**src/rtl/alu_result_stage.sv**
```systemverilog
// alu_result_stage: flag derivation and SLT fix-up for the adder, behind a 2-entry skid output stage
module alu_result_stage #(
  parameter int OVF_CNT_W = 8
) (
  input  logic                 clk,
  input  logic                 rst_n,
  input  logic                 in_valid,
  output logic                 in_ready,
  input  logic [31:0]          in_result,
  input  logic                 in_sum_msb,
  input  logic                 in_a_msb,
  input  logic                 in_b_msb,
  input  logic                 in_cout,
  input  logic                 in_ctl0,
  input  logic                 in_ctl1,
  output logic                 out_valid,
  input  logic                 out_ready,
  output logic [31:0]          out_result,
  output logic                 out_zero,
  output logic                 out_overflow,
  output logic                 out_cout,
  output logic [OVF_CNT_W-1:0] ovf_count,
  input  logic                 ovf_clear
);
  typedef struct packed {
    logic [31:0] res;
    logic        zero;
    logic        ovf;
    logic        cout;
    logic        vld;
  } ent_t;
  logic                 ovf, in_xfer, out_xfer;
  logic [31:0]          res;
  ent_t                 in_ent, or_q, or_d, sk_q, sk_d;
  logic [OVF_CNT_W-1:0] cnt_q, cnt_d;
  always_comb begin
    ovf      = (in_ctl0 ^ (in_a_msb == in_b_msb)) && (in_sum_msb != in_a_msb);
    res      = in_ctl1 ? {31'b0, in_sum_msb ^ ovf} : in_result;
    in_ent   = '{res: res, zero: res == 32'b0, ovf: !in_ctl1 && ovf, cout: !in_ctl1 && in_cout, vld: 1'b1};
    in_xfer  = in_valid && in_ready;
    out_xfer = or_q.vld && out_ready;
    or_d     = or_q;
    sk_d     = sk_q;
    if (sk_q.vld && out_xfer) begin
      or_d     = sk_q;
      sk_d.vld = 1'b0;
    end else if (in_xfer && (!or_q.vld || out_xfer)) or_d = in_ent;
    else if (in_xfer) sk_d = in_ent;
    else if (out_xfer) or_d.vld = 1'b0;
    cnt_d = ovf_clear ? '0 : (in_xfer && in_ent.ovf && !(&cnt_q)) ? cnt_q + OVF_CNT_W'(1) : cnt_q;
  end
  always_ff @(posedge clk) begin
    if (!rst_n) begin
      or_q  <= '0;
      sk_q  <= '0;
      cnt_q <= '0;
    end else begin
      or_q  <= or_d;
      sk_q  <= sk_d;
      cnt_q <= cnt_d;
    end
  end
  assign in_ready     = !sk_q.vld;
  assign out_valid    = or_q.vld;
  assign out_result   = or_q.res;
  assign out_zero     = or_q.zero;
  assign out_overflow = or_q.ovf;
  assign out_cout     = or_q.cout;
  assign ovf_count    = cnt_q;
endmodule

```
**config.mk**
```make
export PLATFORM = sky130hd
export DESIGN_NAME = alu_result_stage
export DESIGN_NICKNAME = d
export VERILOG_FILES = /design/src/rtl/alu_result_stage.sv
export SDC_FILE = /design/constraint.sdc
export NUM_CORES = 1
export LEC_CHECK = 0
export ABC_AREA = 0
export BUFFER_PORTS_ARGS = -buffer_cell sky130_fd_sc_hd__buf_2
export CORE_MARGIN = 3
export CORE_UTILIZATION = 25
export DETAILED_ROUTE_END_ITERATION = 6
export SLEW_MARGIN = 20
export SYNTH_ARGS = -nofsm -noshare
export SYNTH_HDL_FRONTEND = slang
export SYNTH_SLANG_ARGS = --single-unit
export TNS_END_PERCENT = 50
```
**constraint.sdc**
```tcl
create_clock -name clk -period 3.36 [get_ports clk]
set_input_delay 0.672 -clock clk [delete_from_list [all_inputs] [get_ports clk]]
set_output_delay 0.672 -clock clk [all_outputs]
set_load 0.02 [all_outputs]
```
==> summary.txt, run 1 <==
Die
  – Die Area: 14900 um^2
  – Effective utilization at floorplan: 0.261
  – Row count: 41
  – Number of top-level pins: 88
  – Chip width: 122 um
  – Placeable core region: 12900 um^2
  – Overall die height: 122 um

Routing
  – Vias: 3204
  – Number of search-and-repair iterations in the first detailed-routing pass: 5
  – Number of DRC markers after the initial detailed-route iteration: 248
  – Post-detailed-route wirelength per cell: 14.9 um
  – Post-route DRC: 0
  – Drt via density: 4.95
  – Number of nets with antenna violations after detailed routing: 0
  – Detailed-route wire length: 9670 um

Clock network
  – Number of setup buffers added after CTS: 0
  – Count of instances resized after the clock tree is built: 0
  – Root buffer selected by CTS: sky130_fd_sc_hd__clkbuf_16
  – Clock latency at the later pin of the worst-skew pair: 330 ps
  – Number of clock buffers inserted by TritonCTS: 9
  – Number of hold-repair buffers added at the cts stage: 0
  – Sinks on the clock net: 80
  – Clock-pin slew on the worst setup and hold paths: 60 ps
  – # H-tree levels: 3
  – Clock tree buffer depth: 2
  – CTS tree: done

Yosys
  – Sequential area share after synthesis: 0.476
  – Number of distinct library cells after synthesis: 42
  – Area contributors post-synth: sky130_fd_sc_hd__dfxtp_1, sky130_fd_sc_hd__a21oi_1, sky130_fd_sc_hd__nand2_1, sky130_fd_sc_hd__a22oi_1, sky130_fd_sc_hd__nand3b_1
  – Number of cells produced by synthesis: 395
  – Syn avg cell area: 8.51 um^2
  – Post-synthesis compound-gate area fraction: 0.232
  – Largest family of logic cells by synthesized area: compound AO/OA/AOI/OAI gates
  – Adder-cell area share of the yosys netlist: 0.00372
  – Cell type with the largest total area after synthesis: sky130_fd_sc_hd__dfxtp_1
  – Total of warnings raised by yosys: 0
  – Xor/xnor cell area share of the yosys netlist: 0.00484
  – Synth Cell Area: 3360 um^2
  – Synth Net Count: 439
  – Portion of netlist area occupied by mux cells: 0.0123
  – FF+latch count, synth: 80
  – Post-Synth Simple-Gate Area: 0.230
  – Top-area cell type share of the netlist area: 0.476

Worst setup path
  – Register-to-register setup slack: 1550 ps
  – Category of the critical setup timing path: primary input to flip-flop
  – Data required, critical path: 3630 ps
  – CP max FO: 35
  – Crit path DAT: 2280 ps
  – Setup crit start kind: primary input
  – Crit end category: flip-flop

Global route
  – Global-route wire length before repair: 15700 um
  – Largest net degree at the start of global routing: 46
  – Total overflow reported by the global router: 0
  – Antenna violations before repair: 0
  – Overall routing resource usage: 0.133
  – Vias in the first global route: 3148

Place
  – DPL Wire Length: 6470 um
  – Final Wtd Congestion: 0.775
  – Cell total after placement: 631
  – Port Buffer Count: 87

Power and ir drop
  – Fraction of power spent switching nets: 0.235
  – Combinational fraction of design power: 0.095
  – Int Pwr: 1.76 mW
  – Clock network fraction of design power: 0.477
  – Leakage power of the design: 1.58 nW
  – Sw power: 0.541 mW
  – Fraction of power consumed by sequential logic: 0.429
  – Worst vdd ir: 355 uV
  – Pwr Density: 537 nW/um^2
  – Design Power: 2.31 mW

Final layout
  – Multi-input logic area: 1640 um^2
  – Post-Layout Cell Count: 647
  – Share of layout cells above drive strength 1: 0.246
  – Layout Nets: 514
  – Footprint of the flip-flops and latches: 1600 um^2
  – Layout Area Growth over Synthesis: 27.6%
  – Layout fillers: 1346
  – Final core utilization: 0.333
  – Number of diodes added for antenna fixing: 0

Timing
  – Final clock period utilization by the worst path: 0.599
  – Pins over their slew limit: 0
  – Smallest hold slack: 449 ps
  – Setup TNS: 0 ps
  – Peak Freq: 497 MHz
  – Unrepaired setup endpoints after global routing: no
  – Final hold violation count: 0
  – Finish-stage setup viols: 0
  – Tightest Pin Transition: 1030 ps
  – Final critical delay including setup and external delays: 2010 ps
  – Clock tree skew after final layout: 8.79 ps
  – Slew HR: 0.315

Worst hold path
  – Hold WC Path Type: flip-flop to flip-flop

Run status
  – Run status: finished, final reports clean

Run
  – Number of maximum-capacitance violations: 0
## cells in the mapped netlist (all sizes together)
master / instances
nand4: 1
nand2: 77
mux2: 1
o211ai: 1
xor2: 1
o21a: 1
o31ai: 5
nor3: 2
o21ai: 4
and3: 2
ha: 1
and2: 1
o32ai: 1
nor4: 8
nor2: 4
inv: 4
or3: 1
nor3b: 2
nand2b: 4
clkbuf: 24
and4: 1
a31oi: 1
a41oi: 1
mux2i: 3
a21boi: 1
nand3: 5
o311ai: 1
or4: 5
o2111ai: 1
o211a: 1
o41ai: 1
buf: 5
dfxtp: 80
a22oi: 34
a22o: 1
nand3b: 31
a21oi: 73
nor2b: 4
a211oi: 1
## layout make-up
cell class	instances	share of cell area
Timing Repair Buffer	93	0.112
Tap cell	172	0.0501
Multi-Input combinational cell	282	0.382
Inverter	4	0.00350
Clock buffer	12	0.0621
Clock inverter	4	0.0172
Sequential cell	80	0.373
## through the flow
stage	area [um^2]	setup slack [ps]
global placement	3950	1040
CTS	4290	1370
floorplan	3360	1530
global route	4290	1160
finish	4290	1350
detailed placement	3950	1010
## critical path, cell delays in order
cell and delay [ps]:
sky130_fd_sc_hd__buf_2 130, sky130_fd_sc_hd__buf_4 230, sky130_fd_sc_hd__nor3b_2 230, sky130_fd_sc_hd__mux2i_1 280
sky130_fd_sc_hd__or4_1 580, sky130_fd_sc_hd__a21oi_1 150
## flip-flops by register name (all words and copies together) (netlist names)
name and count:
out_result 32, out_cout 1, out_overflow 1, out_zero 1, out_valid 1, ovf_count 8, sk_q 36
## layer usage
layer,vias to the layer above,global-route usage,wire length [um]
met4,0,0.0434,55
li1,1581,-,-
met5,-,0,0
met1,1507,0.177,4580
met3,8,0.0376,621
met2,108,0.210,4410
## logic make-up after synthesis
family | count (synthesis)
adder cells (fa/ha/maj) | 1
multiplexers | 4
flip-flops | 80
XOR/XNOR | 1
buffers and inverters | 33
AND/OR/NAND/NOR | 148
AO/OA/AOI/OAI | 128
## power by group through the flow
stage	combinational, mW	clock (mW)	sequential [mW]
floorplan	0.105	0	1.03
global placement	0.215	0	1.01
detailed placement	0.220	0	1.01
CTS	0.221	1.13	0.988
global route	0.240	1.17	0.991
finish	0.218	1.10	0.988
## worst paths after layout
check,cells after the start,to,from
hold / removal,2,out_result[30],sk_q[34]
hold reg to reg,2,out_result[30],sk_q[34]
setup reg to reg,4,out_result[5],sk_q[0]
setup / recovery,6,ovf_count[7],in_ctl1
## placed cells by master, fill, tap and decap left out, drive strengths merged, types with 2 or more instances in the layout
master	count
buf	93
and3	2
nand2	77
nand3b	31
or4	5
a21oi	73
o31ai	5
a22oi	34
mux2i	3
nor3b	2
nand3	5
dfxtp	80
clkbuf	12
nor2b	4
nand2b	4
bufinv	2
o21ai	4
nor4	8
inv	5
nor2	4
nor3	2
Power figures use the tool's default switching activity.
==> run 2: changes to the inputs <==
==> constraint.sdc (replaced) <==
create_clock -name clk -period 1.94 [get_ports clk]
set_input_delay 0.388 -clock clk [delete_from_list [all_inputs] [get_ports clk]]
set_output_delay 0.388 -clock clk [all_outputs]
set_load 0.02 [all_outputs]
==> summary.txt, run 2 (synthesized netlist as in run 1, its figures left out) <==
Run status
  – Run status: finished, final reports clean

Worst setup path
  – Cell with the largest stage delay on the worst path: sky130_fd_sc_hd__or4_1
  – Category of the critical setup timing path: flip-flop to flip-flop
  – CP max FO: 6 (-83%)
  – Setup crit start kind: flip-flop
  – Crit end category: flip-flop
  – Data required, critical path: 2210 ps (-1420 ps)
  – Max incr delay on CP: 460 ps (-120 ps)
  – Crit path DAT: 1910 ps (-370 ps)
  – CP cell instances: ha_1, nand4_1, o2111ai_1, or4_1, a21oi_1

Final layout
  – Layout fillers: 1338 (-0.59%)
  – Cell area after layout: 4360 um^2 (+1.5%)
  – Highest-count cells in the layout ignoring fill and taps: sky130_fd_sc_hd__buf_2, sky130_fd_sc_hd__dfxtp_1, sky130_fd_sc_hd__nand2_1
  – Multi-input logic area: 1640 um^2 (unchanged)
  – Flip-flop count of the largest register, all copies and words added: 36 (unchanged)
  – Number of diodes added for antenna fixing: 0 (unchanged)
  – Layout Area Growth over Synthesis: 29.5%
  – Commonest non-fill, non-tap cell in the layout: sky130_fd_sc_hd__buf_2
  – Largest register by flop count: sk_q
  – Share of layout cells above drive strength 1: 0.260 (+0.0135)
  – Layout Nets: 526 (+2.3%)
  – Final core utilization: 0.338 (+0.00486)
  – Footprint of the flip-flops and latches: 1600 um^2 (unchanged)

Place
  – DPL Wire Length: 6690 um (+3.3%)
  – Final Wtd Congestion: 0.756 (-2.5%)
  – Area after detailed placement: 4090 um^2 (+3.5%)
  – Port Buffer Count: 87 (unchanged)

Die
  – Overall die height: 122 um (unchanged)
  – Number of top-level pins: 88 (unchanged)
  – Placeable core region: 12900 um^2 (unchanged)
  – Chip width: 122 um (unchanged)
  – Row count: 41 (unchanged)
  – Die Area: 14900 um^2 (unchanged)
  – Effective utilization at floorplan: 0.261 (unchanged)

Clock network
  – Sinks on the clock net: 80 (unchanged)
  – Clock latency at the later pin of the worst-skew pair: 330 ps (about the same)
  – Number of setup buffers added after CTS: 0 (unchanged)
  – # H-tree levels: 3 (unchanged)
  – Clock tree buffer depth: 2 (unchanged)
  – Count of instances resized after the clock tree is built: 0 (unchanged)
  – CTS tree: done
  – Number of hold-repair buffers added at the cts stage: 0 (unchanged)
  – Clock-pin slew on the worst setup and hold paths: 60 ps (about the same)
  – Root buffer selected by CTS: sky130_fd_sc_hd__clkbuf_16
  – Number of clock buffers inserted by TritonCTS: 9 (unchanged)

Timing
  – Final hold violation count: 0 (unchanged)
  – Pins over their slew limit: 0 (unchanged)
  – Setup TNS: 0 ps (unchanged)
  – Finish-stage setup viols: 0 (unchanged)
  – Unrepaired setup endpoints after global routing: no
  – Final critical delay including setup and external delays: 1640 ps
  – Peak Freq: 609 MHz
  – Tightest Pin Transition: 422 ps (-603 ps)
  – Clock tree skew after final layout: 3.79 ps (-4.99 ps)
  – Final clock period utilization by the worst path: 0.847
  – Slew HR: 0.718 (+0.404)

Power and ir drop
  – Worst vdd ir: 519 uV (+46%)
  – Leakage power of the design: 1.61 nW (+2.0%)
  – Design Power: 3.67 mW (+59%)
  – Pwr Density: 843 nW/um^2 (+57%)

Global route
  – Largest net degree at the start of global routing: 37 (-20%)
  – Total overflow reported by the global router: 0 (unchanged)
  – Vias in the first global route: 3143 (-0.16%)
  – Global-route wire length before repair: 16200 um (+3.1%)
  – Overall routing resource usage: 0.140 (+0.00661)
  – Antenna violations before repair: 0 (unchanged)

Routing
  – Drt via density: 4.99 (+0.75%)
  – Post-route DRC: 0 (unchanged)
  – Number of nets with antenna violations after detailed routing: 0 (unchanged)
  – Post-detailed-route wirelength per cell: 15.4 um (+2.9%)
  – Number of DRC markers after the initial detailed-route iteration: 159 (-36%)
  – Detailed-route wire length: 10100 um (+4.5%)
  – Vias: 3278 (+2.3%)
  – Number of search-and-repair iterations in the first detailed-routing pass: 5 (unchanged)

Run
  – Number of maximum-capacitance violations: 0 (unchanged)

Worst hold path
  – Hold WC Path Type: primary input to flip-flop
-- run 2: routing by layer --
metal	vias to the layer above	track usage	wire length [um]
met3	5	0.0529	713
met1	1575	0.177	4710
met2	105	0.226	4600
li1	1593	-	-
met5	-	0	0
met4	0	0.0343	77
-- run 2: stage by stage --
stage          worst slack [ps]  hold WS (ps)  std cells
2_1_floorplan               385           432        395
3_3_place_gp               95.0           437        643
3_5_place_dp               22.9           442        643
4_1_cts                     335           323        657
5_1_grt                     202           319        657
6_report                    297           349        657
-- run 2: power breakdown --
| part | total (mW) | switching, mW | internal [mW] | leakage [nW] |
|---|---|---|---|---|
| logic | 0.414 | 0.256 | 0.158 | 0.840 |
| registers | 1.71 | 0.0238 | 1.69 | 0.649 |
| clock network | 1.55 | 0.662 | 0.885 | 0.123 |
| total | 3.67 | 0.942 | 2.73 | 1.61 |
-- run 2: path summary, 6_finish.rpt --
kind	endpoint	slack [ps]	from	depth (start not counted)
worst max-delay path	ovf_count[7]	300	ovf_count[0]	5
worst max register to register	ovf_count[7]	300	ovf_count[0]	5
worst min register to register	sk_q[5]	450	sk_q[5]	2
worst min-delay path	sk_q[11]	350	in_result[7]	3
-- run 2: critical path, delay by kind of cell, from the launching register on --
kind	cells	cell delay, ps
AND/OR/NAND/NOR	2	610
AO/OA/AOI/OAI	2	370
flip-flops	1	350
adder cells (fa/ha/maj)	1	250
-- run 2: layout make-up --
| type | count | share of cell area |
|---|---|---|
| clock buffer | 11 | 0.0557 |
| clock inverter | 3 | 0.00460 |
| inverter | 4 | 0.00345 |
| multi-input combinational | 282 | 0.377 |
| sequential | 80 | 0.368 |
| tap | 172 | 0.0494 |
| timing repair buffer | 105 | 0.142 |
==> run 3: changes to the inputs <==
==> constraint.sdc (replaced) <==
create_clock -name clk -period 1.6 [get_ports clk]
set_input_delay 0.32 -clock clk [delete_from_list [all_inputs] [get_ports clk]]
set_output_delay 0.32 -clock clk [all_outputs]
set_load 0.02 [all_outputs]
==> summary.txt, run 3 (synthesized netlist as in run 1, its figures left out) <==
Clock network
  – Clock tree buffer depth: 2 (unchanged)
  – Clock-pin slew on the worst setup and hold paths: 60 ps (about the same)
  – Number of clock buffers inserted by TritonCTS: 9 (unchanged)
  – Clock latency at the later pin of the worst-skew pair: 330 ps (about the same)
  – Sinks on the clock net: 80 (unchanged)
  – Root buffer selected by CTS: sky130_fd_sc_hd__clkbuf_16
  – Number of hold-repair buffers added at the cts stage: 0 (unchanged)
  – # H-tree levels: 3 (unchanged)
  – CTS tree: done

Die
  – Die Area: 14900 um^2 (unchanged)
  – Effective utilization at floorplan: 0.261 (unchanged)
  – Number of top-level pins: 88 (unchanged)
  – Chip width: 122 um (unchanged)
  – Row count: 41 (unchanged)
  – Overall die height: 122 um (unchanged)
  – Placeable core region: 12900 um^2 (unchanged)

Final layout
  – Largest register by flop count: sk_q
  – Commonest non-fill, non-tap cell in the layout: sky130_fd_sc_hd__buf_2
  – Number of diodes added for antenna fixing: 0 (unchanged)
  – Final core utilization: 0.358 (+0.0200)
  – Layout Area Growth over Synthesis: 37.2%
  – Cell area after layout: 4610 um^2 (+5.9%)
  – Layout fillers: 1311 (-2.0%)
  – Layout Nets: 539 (+2.5%)
  – Flip-flop count of the largest register, all copies and words added: 36 (unchanged)
  – Highest-count cells in the layout ignoring fill and taps: sky130_fd_sc_hd__buf_2, sky130_fd_sc_hd__dfxtp_1, sky130_fd_sc_hd__nand2_1
  – Post-Layout Cell Count: 670 (+2.0%)
  – Share of layout cells above drive strength 1: 0.307 (+0.0474)

Global route
  – Total overflow reported by the global router: 0 (unchanged)
  – Largest net degree at the start of global routing: 52 (+41%)
  – Vias in the first global route: 3220 (+2.4%)
  – Antenna violations before repair: 0 (unchanged)
  – Global-route wire length before repair: 16300 um (+0.47%)
  – Overall routing resource usage: 0.140 (about the same)

Timing
  – Unrepaired setup endpoints after global routing: yes
  – Pins over their slew limit: 0 (unchanged)
  – Finish-stage setup viols: 1 (+1)
  – Clock tree skew after final layout: 6.39 ps (+2.59 ps)
  – Final critical delay including setup and external delays: 1610 ps (-34.4 ps)
  – Slew HR: 0.754 (+0.0357)
  – Tightest Pin Transition: 365 ps (-56.9 ps)
  – Setup TNS: -8.38 ps (-8.38 ps)
  – Final hold violation count: 0 (unchanged)
  – Final clock period utilization by the worst path: 1.01 (+0.158)
  – Peak Freq: 622 MHz (+2.1%)
  – Smallest hold slack: 278 ps (-70.5 ps)
  – Slack of the critical path: -8.38 ps (-306 ps)

Routing
  – Uppermost layer routed: met4
  – Number of search-and-repair iterations in the first detailed-routing pass: 4 (-1)
  – Length of routed met3 wiring: 653 um (-8.4%)
  – Wl on met1: 4710 um (about the same)
  – Vias: 3309 (+0.95%)
  – Number of DRC markers after the initial detailed-route iteration: 178 (+12%)
  – Detailed-route wire length: 10300 um (+2.4%)
  – Post-route DRC: 0 (unchanged)
  – Drt via density: 4.94 (-1.0%)
  – Number of nets with antenna violations after detailed routing: 0 (unchanged)
  – Post-detailed-route wirelength per cell: 15.4 um (+0.43%)
  – Met2 layer wire length in the routed design: 4910 um (+6.6%)

Run
  – Number of maximum-capacitance violations: 0 (unchanged)

Place
  – Area after detailed placement: 4190 um^2 (+2.3%)
  – Final Wtd Congestion: 0.752 (-0.48%)
  – Placement-stage worst setup slack: -316 ps (-339 ps)
  – DPL Wire Length: 6790 um (+1.6%)
  – Port Buffer Count: 87 (unchanged)
  – Cell total after placement: 654 (+1.7%)

Worst setup path
  – CP max FO: 4 (-2)
  – Setup crit start kind: flip-flop
  – Crit end category: flip-flop
  – CP endpoint: ovf_count[7]
  – Register-to-register setup slack: -8 ps (-310 ps)
  – Cells on worst reg2reg path: 5 (unchanged)
  – Data required, critical path: 1860 ps (-350 ps)
  – Startpoint of the worst setup timing path: ovf_count[0]
  – Category of the critical setup timing path: flip-flop to flip-flop
  – R2R Path End: ovf_count[7]
  – Crit path DAT: 1870 ps (-40 ps)
  – Launching point of the worst reg2reg path: ovf_count[0]

Power and ir drop
  – Sw power: 1.12 mW (+19%)
  – Fraction of power spent switching nets: 0.235 (-0.0210)
  – Leakage power of the design: 1.72 nW (+6.7%)
  – Worst vdd ir: 609 uV (+17%)
  – Pwr Density: 1030 nW/um^2 (+23%)
  – Fraction of power consumed by sequential logic: 0.435 (-0.031)
  – Clock network fraction of design power: 0.452 (+0.031)
  – Design Power: 4.77 mW (+30%)
  – Combinational fraction of design power: 0.113 (about the same)
  – Int Pwr: 3.65 mW (+34%)

Run status
  – Violated checks: setup timing
  – Run status: finished with violations

Worst hold path
  – Hold Path Cell Cnt: 3 (unchanged)
  – Hold WC Path Type: primary input to flip-flop
[run 3: worst min path at each step]
stage | start | slack, ps | to
floorplan | sk_q[10] | 430 | sk_q[10]
global placement | sk_q[30] | 440 | out_result[26]
detailed placement | sk_q[28] | 440 | sk_q[28]
CTS | in_result[6] | 260 | sk_q[10]
global route | in_result[6] | 260 | sk_q[10]
finish | in_result[15] | 280 | sk_q[19]
[run 3: layer usage]
metal / up-vias / track usage
li1: 1628 / -
met1: 1561 / 0.172
met2: 114 / 0.228
met3: 6 / 0.0487
met4: 0 / 0.0490
met5: - / 0
[run 3: area by class of cell]
cell class / instances / area (um^2) / area share
Clock inverter: 4 / 70.1 / 0.0152
Multi-Input combinational cell: 282 / 1730 / 0.375
Clock buffer: 10 / 239 / 0.0518
Sequential cell: 80 / 1610 / 0.348
Tap cell: 172 / 215 / 0.0467
Inverter: 4 / 15.0 / 0.00325
Timing Repair Buffer: 118 / 737 / 0.160
[run 3: timing repair]
action / CTS / global route
endpoints found under the setup margin: 1 / 7
pin swaps: 0 / 8
resized for setup: 1 / 18
setup buffers: 0 / 2
[run 3: power groups by stage]
stage | sequential (mW) | combinational [mW] | clock, mW
after detailed placement | 2.12 | 0.527 | 0
after CTS | 2.08 | 0.529 | 2.24
after global routing | 2.08 | 0.585 | 2.31
after floorplan | 2.17 | 0.220 | 0
after global placement | 2.12 | 0.517 | 0
final | 2.08 | 0.538 | 2.16
[run 3: critical path: stages, from the launching register on]
cell	delay (ps)
sky130_fd_sc_hd__dfxtp_4	360
sky130_fd_sc_hd__ha_4	160
sky130_fd_sc_hd__nand4_1	190
sky130_fd_sc_hd__o2111ai_4	190
sky130_fd_sc_hd__or4_4	510
sky130_fd_sc_hd__a21oi_2	130
